### src/rtl/q_enc_sampler.sv
// Periodic snapshot/velocity controller for a bank of quadrature encoder counters.
// Streams {pos, vel, err} one channel per beat and sequences per-channel zeroing.
module q_enc_sampler #(
  parameter  int N_CH     = 4,
  parameter  int PERIOD_W = 24,
  localparam int CH_W     = (N_CH > 1) ? $clog2(N_CH) : 1
) (
  input  logic                 clock,
  input  logic                 sclr,
  input  logic                 run,
  input  logic [PERIOD_W-1:0]  period,
  input  logic [32*N_CH-1:0]   pos_in,
  input  logic [N_CH-1:0]      err_in,
  output logic [N_CH-1:0]      enc_sclr,
  output logic [N_CH-1:0]      enc_ena,
  input  logic                 zero_req,
  input  logic [CH_W-1:0]      zero_ch,
  output logic                 zero_ack,
  output logic                 out_valid,
  input  logic                 out_ready,
  output logic [CH_W-1:0]      out_ch,
  output logic [31:0]          out_pos,
  output logic [31:0]          out_vel,
  output logic                 out_err,
  output logic                 out_last,
  output logic                 overrun
);

  typedef enum logic {S_IDLE = 1'b0, S_STREAM = 1'b1} state_t;

  localparam logic [CH_W-1:0] LAST_CH = CH_W'(N_CH - 1);

  state_t              r_state;
  logic [PERIOD_W-1:0] r_tmr;
  logic [CH_W-1:0]     r_ch;
  logic [31:0]         r_prev_pos [N_CH];
  logic [31:0]         r_snap_pos [N_CH];
  logic [31:0]         r_snap_vel [N_CH];
  logic [N_CH-1:0]     r_snap_err;
  logic                r_overrun;
  logic                r_zero_pend;
  logic [CH_W-1:0]     r_zero_ch;

  logic                w_tick;
  logic                w_zero_acc;
  logic                w_zero_in_range;
  logic [N_CH-1:0]     w_zero_mask;

  assign w_tick          = (period != {PERIOD_W{1'b0}}) && (r_tmr >= (period - PERIOD_W'(1)));
  // A request is blocked only while a real clear pulse is on the bus.
  assign w_zero_acc      = zero_req && !r_zero_pend && !sclr;
  assign w_zero_in_range = (32'(zero_ch) < 32'(N_CH));

  // Decode of the pending single-channel clear.
  always_comb begin
    w_zero_mask = {N_CH{1'b0}};
    if (r_zero_pend) begin
      w_zero_mask[r_zero_ch] = 1'b1;
    end else begin
      w_zero_mask = {N_CH{1'b0}};
    end
  end

  assign enc_sclr  = {N_CH{sclr}} | w_zero_mask;
  assign enc_ena   = {N_CH{run}};
  assign zero_ack  = w_zero_acc;
  assign out_valid = (r_state == S_STREAM);
  assign out_ch    = r_ch;
  assign out_pos   = r_snap_pos[r_ch];
  assign out_vel   = r_snap_vel[r_ch];
  assign out_err   = r_snap_err[r_ch];
  assign out_last  = (r_state == S_STREAM) && (r_ch == LAST_CH);
  assign overrun   = r_overrun;

  // Timer, snapshot/stream FSM and zeroing sequencer.
  always_ff @(posedge clock) begin
    if (sclr) begin
      r_state     <= S_IDLE;
      r_tmr       <= {PERIOD_W{1'b0}};
      r_ch        <= {CH_W{1'b0}};
      r_snap_err  <= {N_CH{1'b0}};
      r_overrun   <= 1'b0;
      r_zero_pend <= 1'b0;
      r_zero_ch   <= {CH_W{1'b0}};
      for (int k = 0; k < N_CH; k++) begin
        r_prev_pos[k] <= 32'd0;
        r_snap_pos[k] <= 32'd0;
        r_snap_vel[k] <= 32'd0;
      end
    end else begin
      if ((period == {PERIOD_W{1'b0}}) || w_tick) begin
        r_tmr <= {PERIOD_W{1'b0}};
      end else begin
        r_tmr <= r_tmr + PERIOD_W'(1);
      end

      r_zero_pend <= w_zero_acc && w_zero_in_range;
      if (w_zero_acc) begin
        r_zero_ch <= zero_ch;
      end

      case (r_state)
        S_IDLE: begin
          if (w_tick) begin
            for (int k = 0; k < N_CH; k++) begin
              r_snap_pos[k] <= pos_in[32*k +: 32];
              r_snap_vel[k] <= pos_in[32*k +: 32] - r_prev_pos[k];
              r_prev_pos[k] <= pos_in[32*k +: 32];
            end
            r_snap_err <= err_in;
            r_ch       <= {CH_W{1'b0}};
            r_state    <= S_STREAM;
          end
        end
        S_STREAM: begin
          if (w_tick) begin
            r_overrun <= 1'b1;
          end
          if (out_ready) begin
            if (r_ch == LAST_CH) begin
              r_state <= S_IDLE;
            end else begin
              r_ch <= r_ch + CH_W'(1);
            end
          end
        end
        default: r_state <= S_IDLE;
      endcase

      // Placed last so the clear wins over a same-cycle snapshot update.
      if (r_zero_pend) begin
        r_prev_pos[r_zero_ch] <= 32'd0;
      end
    end
  end

endmodule
### config.mk
export PLATFORM = sky130hd
export DESIGN_NAME = q_enc_sampler
export DESIGN_NICKNAME = d
export VERILOG_FILES = /design/src/rtl/q_enc_sampler.sv
export SDC_FILE = /design/constraint.sdc
export NUM_CORES = 1
export LEC_CHECK = 0
export CAP_MARGIN = 0
export CORE_MARGIN = 2
export CORE_UTILIZATION = 56
export CTS_BUF_LIST = sky130_fd_sc_hd__clkbuf_16
export DETAILED_ROUTE_END_ITERATION = 8
export PLACE_DENSITY = 0.84
export SLEW_MARGIN = 30
export SYNTH_ARGS = -nofsm -noshare
export SYNTH_HDL_FRONTEND = slang
export SYNTH_SLANG_ARGS = --single-unit
### constraint.sdc
create_clock -name clock -period 15.7 [get_ports clock]
set_input_delay 3.14 -clock clock [delete_from_list [all_inputs] [get_ports clock]]
set_output_delay 3.14 -clock clock [all_outputs]
set_load 0.1 [all_outputs]
[Word-level counts from Yosys, hierarchy flattened]
Memory sizes are Yosys's and may differ from the RTL's. A register that Yosys moved wholly into a read port is not among the register bits.
Index checks and enable logic that the tools add are counted.
Word-level totals
  memories kept: 3
  bits in registers: 35
  RAM bits: 384
  output and inout bits: 79
  bits of input ports: 163
Memory list
  r_prev_pos: depth 4, width 32, read ports 4, clocked after memory_dff 0, wr ports 5, RTL line 36  | logic [31:0] r_prev_pos [N_CH];
  r_snap_pos: depth 4, width 32, read ports 1, clocked after memory_dff 1, wr ports 4, RTL line 37  | logic [31:0] r_snap_pos [N_CH];
  r_snap_vel: depth 4, width 32, read ports 1, clocked after memory_dff 1, wr ports 4, RTL line 38  | logic [31:0] r_snap_vel [N_CH];
Operators by class
  order comparisons: 4
  bitwise gates (word level): 14
  eq/ne operators: 4
  mux-type cells: 37
  $add $sub $neg: 7
  reductions and logical operators: 14
Operator list (number)
  two-way mux 32 bit: 12
  subtractor 32 bit: 4
  adder 24 x 1 -> 24 bit (second input constant): 1
  >= comparator 24 bit: 1
  logical NOT 24 bit: 1
  nonzero test 24 bit: 1
  subtractor 24 x 1 -> 24 bit (second input constant): 1
  two-way mux 2 bit: 7
  two-way mux 1 bit: 13
  bitwise OR 1 bit: 12
  less-than comparator 2 x 3 -> 1 bit (second input constant): 2
  inequality test 2 bit (second input constant): 3
  logical AND 1 bit: 5
  two-way mux 4 bit: 1
  bitwise OR 4 bit: 1
  one-hot mux 2 bit (2 select lines): 1
  AND reduction 2 bit: 2
  AND reduction 3 bit: 1
  adder 2 x 1 -> 2 bit (second input constant): 1
  binary-select mux 1 bit (select 2 bit): 1
  demux 1 bit (select 2 bit): 1
  == test 2 bit (second input constant): 1
  >= comparator 2 x 1 -> 1 bit (second input constant): 1
  logical NOT 1 bit: 2
  other kinds (4): 4

[Depth between registers and ports, before layout]
  word-level depth: 8
  mapped depth: 20
  depth with buffers taken out: 17

[Worst setup path after synthesis]
OpenSTA, ideal clock, no wires.
  path type: input to register
  start point: input port period[5]
  end point: memory r_snap_pos[0][0] (enable)
  stages: 16
  slack: 2443 ps
  path buffers: 2
  arrival time: 12594 ps
  library setup time: 663 ps
  cell sequence: or4_1 or3_1 or3_1 or2_2 nor2_1 nand2_1 xor2_1 ha_1 nand4_1 nor3_1 nor4b_1 a21oi_1 or3_1 buf_4 buf_12 nand2b_1
RTL lines
  from (decl): RTL line 11  | input logic [PERIOD_W-1:0] period,
  to (decl): RTL line 37

==> qor.csv <==
stage;metric;value;unit
setup_path;ff2ff_setup_slack;10.38;ns
synthesis;syn-num-nets;2613;
setup_path;path_max_fanout;74;
timing;rsz0062_at_grt;no;
setup_path;r2r_cells;10;
floorplan;die_width;212;um
layout;fin_cells;3086;
placed_design;dp_hpwl;44600;um
cts;cts_hold_buf;0;
setup_path;r2r_end;r_snap_vel[1][7]$_SDFFCE_PN0P_;
pwr;design_power_total;0.00255;W
global_route;grt_pass1_wl;96100;um
synthesis;synth-xor-area-share;0.0505;
synthesis;synth_ff_type;edfxtp_1;
synthesis;yosysMostFrequentCell;nor2_1;
floorplan;dieArea;0.0447;mm2
setup_path;critPathArrivalTime;10.30;ns
pwr;p_per_area;90.5;mW/mm2
synthesis;synthTopCellsByCount;nor2_1, edfxtp_1, dfxtp_1;
timing;fmax;98.9;MHz
setup_path;required;15.89;ns
cts;root_buffer;clkbuf_16;
setup_path;reg2reg_from;r_tmr[9]$_SDFF_PP0_;
floorplan;row_count;76;
synthesis;ys_types;63;
placed_design;io_buffers;236;
cts;clkSlewWorstSetupHoldPaths;0.06;ns
global_route;grt_pass1_vias;17849;
cts;insertion_delay;0.57;ns
synthesis;synth_top_area_share;0.319;
setup_path;critPathLaunch;period[5];
synthesis;synth_largest_area_cell;edfxtp_1;
detailed_routing;via_count;18293;
detailed_routing;drc;0;
cts;cts_tree;done;
synthesis;synth_edf_count;256;
floorplan;ios;242;
timing;slew_headroom;0.318;
synthesis;synth_area_leaders;edfxtp_1, dfxtp_1, ha_1;
setup_path;criticalPathCategory;in -> reg;
cts;cts_sinks;421;
synthesis;syn_inst;2295;
cts;htreeDepth;2;
cts;cts_setup_buffers;0;
timing;setup_tns;0;ns
placed_design;dpl.cell_count;3006;
synthesis;synth-compound-area-share;0.104;
detailed_routing;ant_nets;0;
setup_path;endpoint_kind;flip-flop;
floorplan;die_height;212;um
layout;fillCellCount;3244;
detailed_routing;first_iter_violations;1695;
global_route;grt_max_degree;133;
synthesis;synthSimpleGateAreaFrac;0.151;
timing;tightest_slew;1.02;ns
outcome;status;finished, final reports clean;
floorplan;start_util;0.564;
cts;cts_buffer_depth;3;
floorplan;coreArea;0.0428;mm2
layout;fin_nets;2823;
timing;hold_viol;0;
global_route;grt_overflow_total;0;
job;cap_violations;0;
synthesis;synthAdderAreaFrac;0.0816;
synthesis;synth_top_family_by_area;simple AND/OR/NAND/NOR gates;
timing;finalCritPeriodShare;0.644;
synthesis;seq_area_frac_synth;0.456;
synthesis;syn_area_per_cell;10.5;um2
layout;drive_above_1_share;0.0673;
layout;syn2layout_area_growth;17.0;%
pwr;irDropWorstVdd;56.5;uV
timing;setup_viol;0;
timing;slew_violations;0;
timing;fin_hold_ws;0.472;ns
setup_path;critPathLaunchType;input port;
global_route;grt_use_total;0.277;
timing;fin_crit;10.11;ns
placed_design;gp_congestion;0.903;
setup_path;endpoint;r_snap_vel[1][7]$_SDFFCE_PN0P_;
cts;cts_buffers;43;
detailed_routing;routed_wl;62400;um
synthesis;ys.warnings.count;0;
detailed_routing;firstDrtPassIters;5;
pwr;power_leakage;11.5;nW
hold_path;min-delay-path-class;reg -> reg;
global_route;antenna_found_initial;2;
timing;finClkSkew;0.0191;ns
synthesis;syn_area;0.0241;mm2
synthesis;synthArstFlopShare;0;
synthesis;synthMuxAreaShare;0.113;
layout;antenna_cells;0;
detailed_routing;routedWlPerCell;20.2;um
synthesis;synth-seq-cells;421;
cts;cts_resized;0;
detailed_routing;avgViaCountPerCell;5.93;
==> report_power, final <==
group          internal, W  switching (W)  leakage, nW  total (W)
clock network     0.000563       0.000448        0.703    0.00101
registers          0.00119     0.00000890         3.97    0.00120
logic             0.000132       0.000210         6.80   0.000342
==> registers in the layout (all words and copies together), names as in the netlist, named ones only <==
register and cells:
out_ch 2, out_valid 1, overrun 1, r_prev_pos 128, r_snap_err 4, r_snap_pos 128
r_snap_vel 128, r_tmr 24, r_zero_ch 2, r_zero_pend 1
==> layer usage <==
layer	global-route usage	part of all wire	vias to the layer above	routed length [um]
met5	0	0.00022	-	14
li1	-	-	8599	-
met2	0.455	0.47	721	29500
met3	0.0398	0.070	130	4390
met4	0.104	0.035	2	2170
met1	0.374	0.42	8841	26300
==> cells in the final DEF, fill, tap and decap left out, drive strengths merged, types with 9 or more instances in the layout <==
master / n
o21bai: 13
xor2: 72
and2: 133
clkinv: 20
clkbuf: 44
nand3: 24
nor2b: 25
o211ai: 11
a211oi: 20
nand4: 18
clkdlybuf4s50: 235
xnor2: 67
buf: 16
mux2i: 127
o21ai: 65
dfxtp: 165
nand2b: 32
mux4: 65
and3: 22
or3: 9
nand2: 83
nor3: 34
inv: 167
ha: 151
a31oi: 17
o21a: 15
edfxtp: 256
a21o: 73
a21oi: 125
nor2: 339
==> cell type report <==
cell class	count	area, um2	area share
inverters	157	589	0.0209
flip-flops and latches	421	11000	0.390
clock inverters	36	269	0.00953
repair buffers	251	2500	0.0885
well taps	546	683	0.0242
multi-input cells	1631	12100	0.428
clock buffers	44	1100	0.0390
==> worst max-delay path, cell delays in order <==
cell and delay [ns]:
clkdlybuf4s50_1 0.48, or4_1 0.61, or3_1 0.37, or3_1 0.35
or2_2 0.34, nor2_1 0.28, nand2_1 0.11, xor2_1 0.15
ha_1 0.29, nand4_1 0.13, nor3_1 0.26, nor4b_1 0.32
a21oi_1 0.24, or3_4 0.68, nand2b_4 0.74, buf_4 0.79
buf_4 0.87
==> worst min-delay path by stage <==
stage | from | to | slack, ns | depth (start not counted)
2_1_floorplan | r_tmr[0]$_SDFF_PP0_ | r_tmr[0]$_SDFF_PP0_ | 0.43 | 1
3_3_place_gp | r_tmr[0]$_SDFF_PP0_ | r_tmr[0]$_SDFF_PP0_ | 0.45 | 1
3_5_place_dp | r_tmr[0]$_SDFF_PP0_ | r_tmr[0]$_SDFF_PP0_ | 0.46 | 1
4_1_cts | r_tmr[0]$_SDFF_PP0_ | r_tmr[0]$_SDFF_PP0_ | 0.47 | 1
5_1_grt | r_tmr[0]$_SDFF_PP0_ | r_tmr[0]$_SDFF_PP0_ | 0.50 | 1
6_report | r_tmr[0]$_SDFF_PP0_ | r_tmr[0]$_SDFF_PP0_ | 0.47 | 1
==> logic make-up (layout without fill, tap and decap cells) <==
logic type,after synthesis,in the layout
AO/OA/AOI/OAI,392,392
XOR/XNOR,139,139
adder cells (fa/ha/maj),155,155
buffers and inverters,243,488
flip-flops,421,421
multiplexers,192,192
AND/OR/NAND/NOR,753,753
==> per-stage QoR <==
stage,cell area [um2],worst slack [ns],utilization
after global placement,26800,5.27,0.627
after CTS,28200,5.61,0.660
final,28200,5.59,0.660
after global routing,28200,5.10,0.660
after detailed placement,26900,5.02,0.628
after floorplan,24100,2.44,-
No activity file was read; power rests on OpenSTA's default activity.
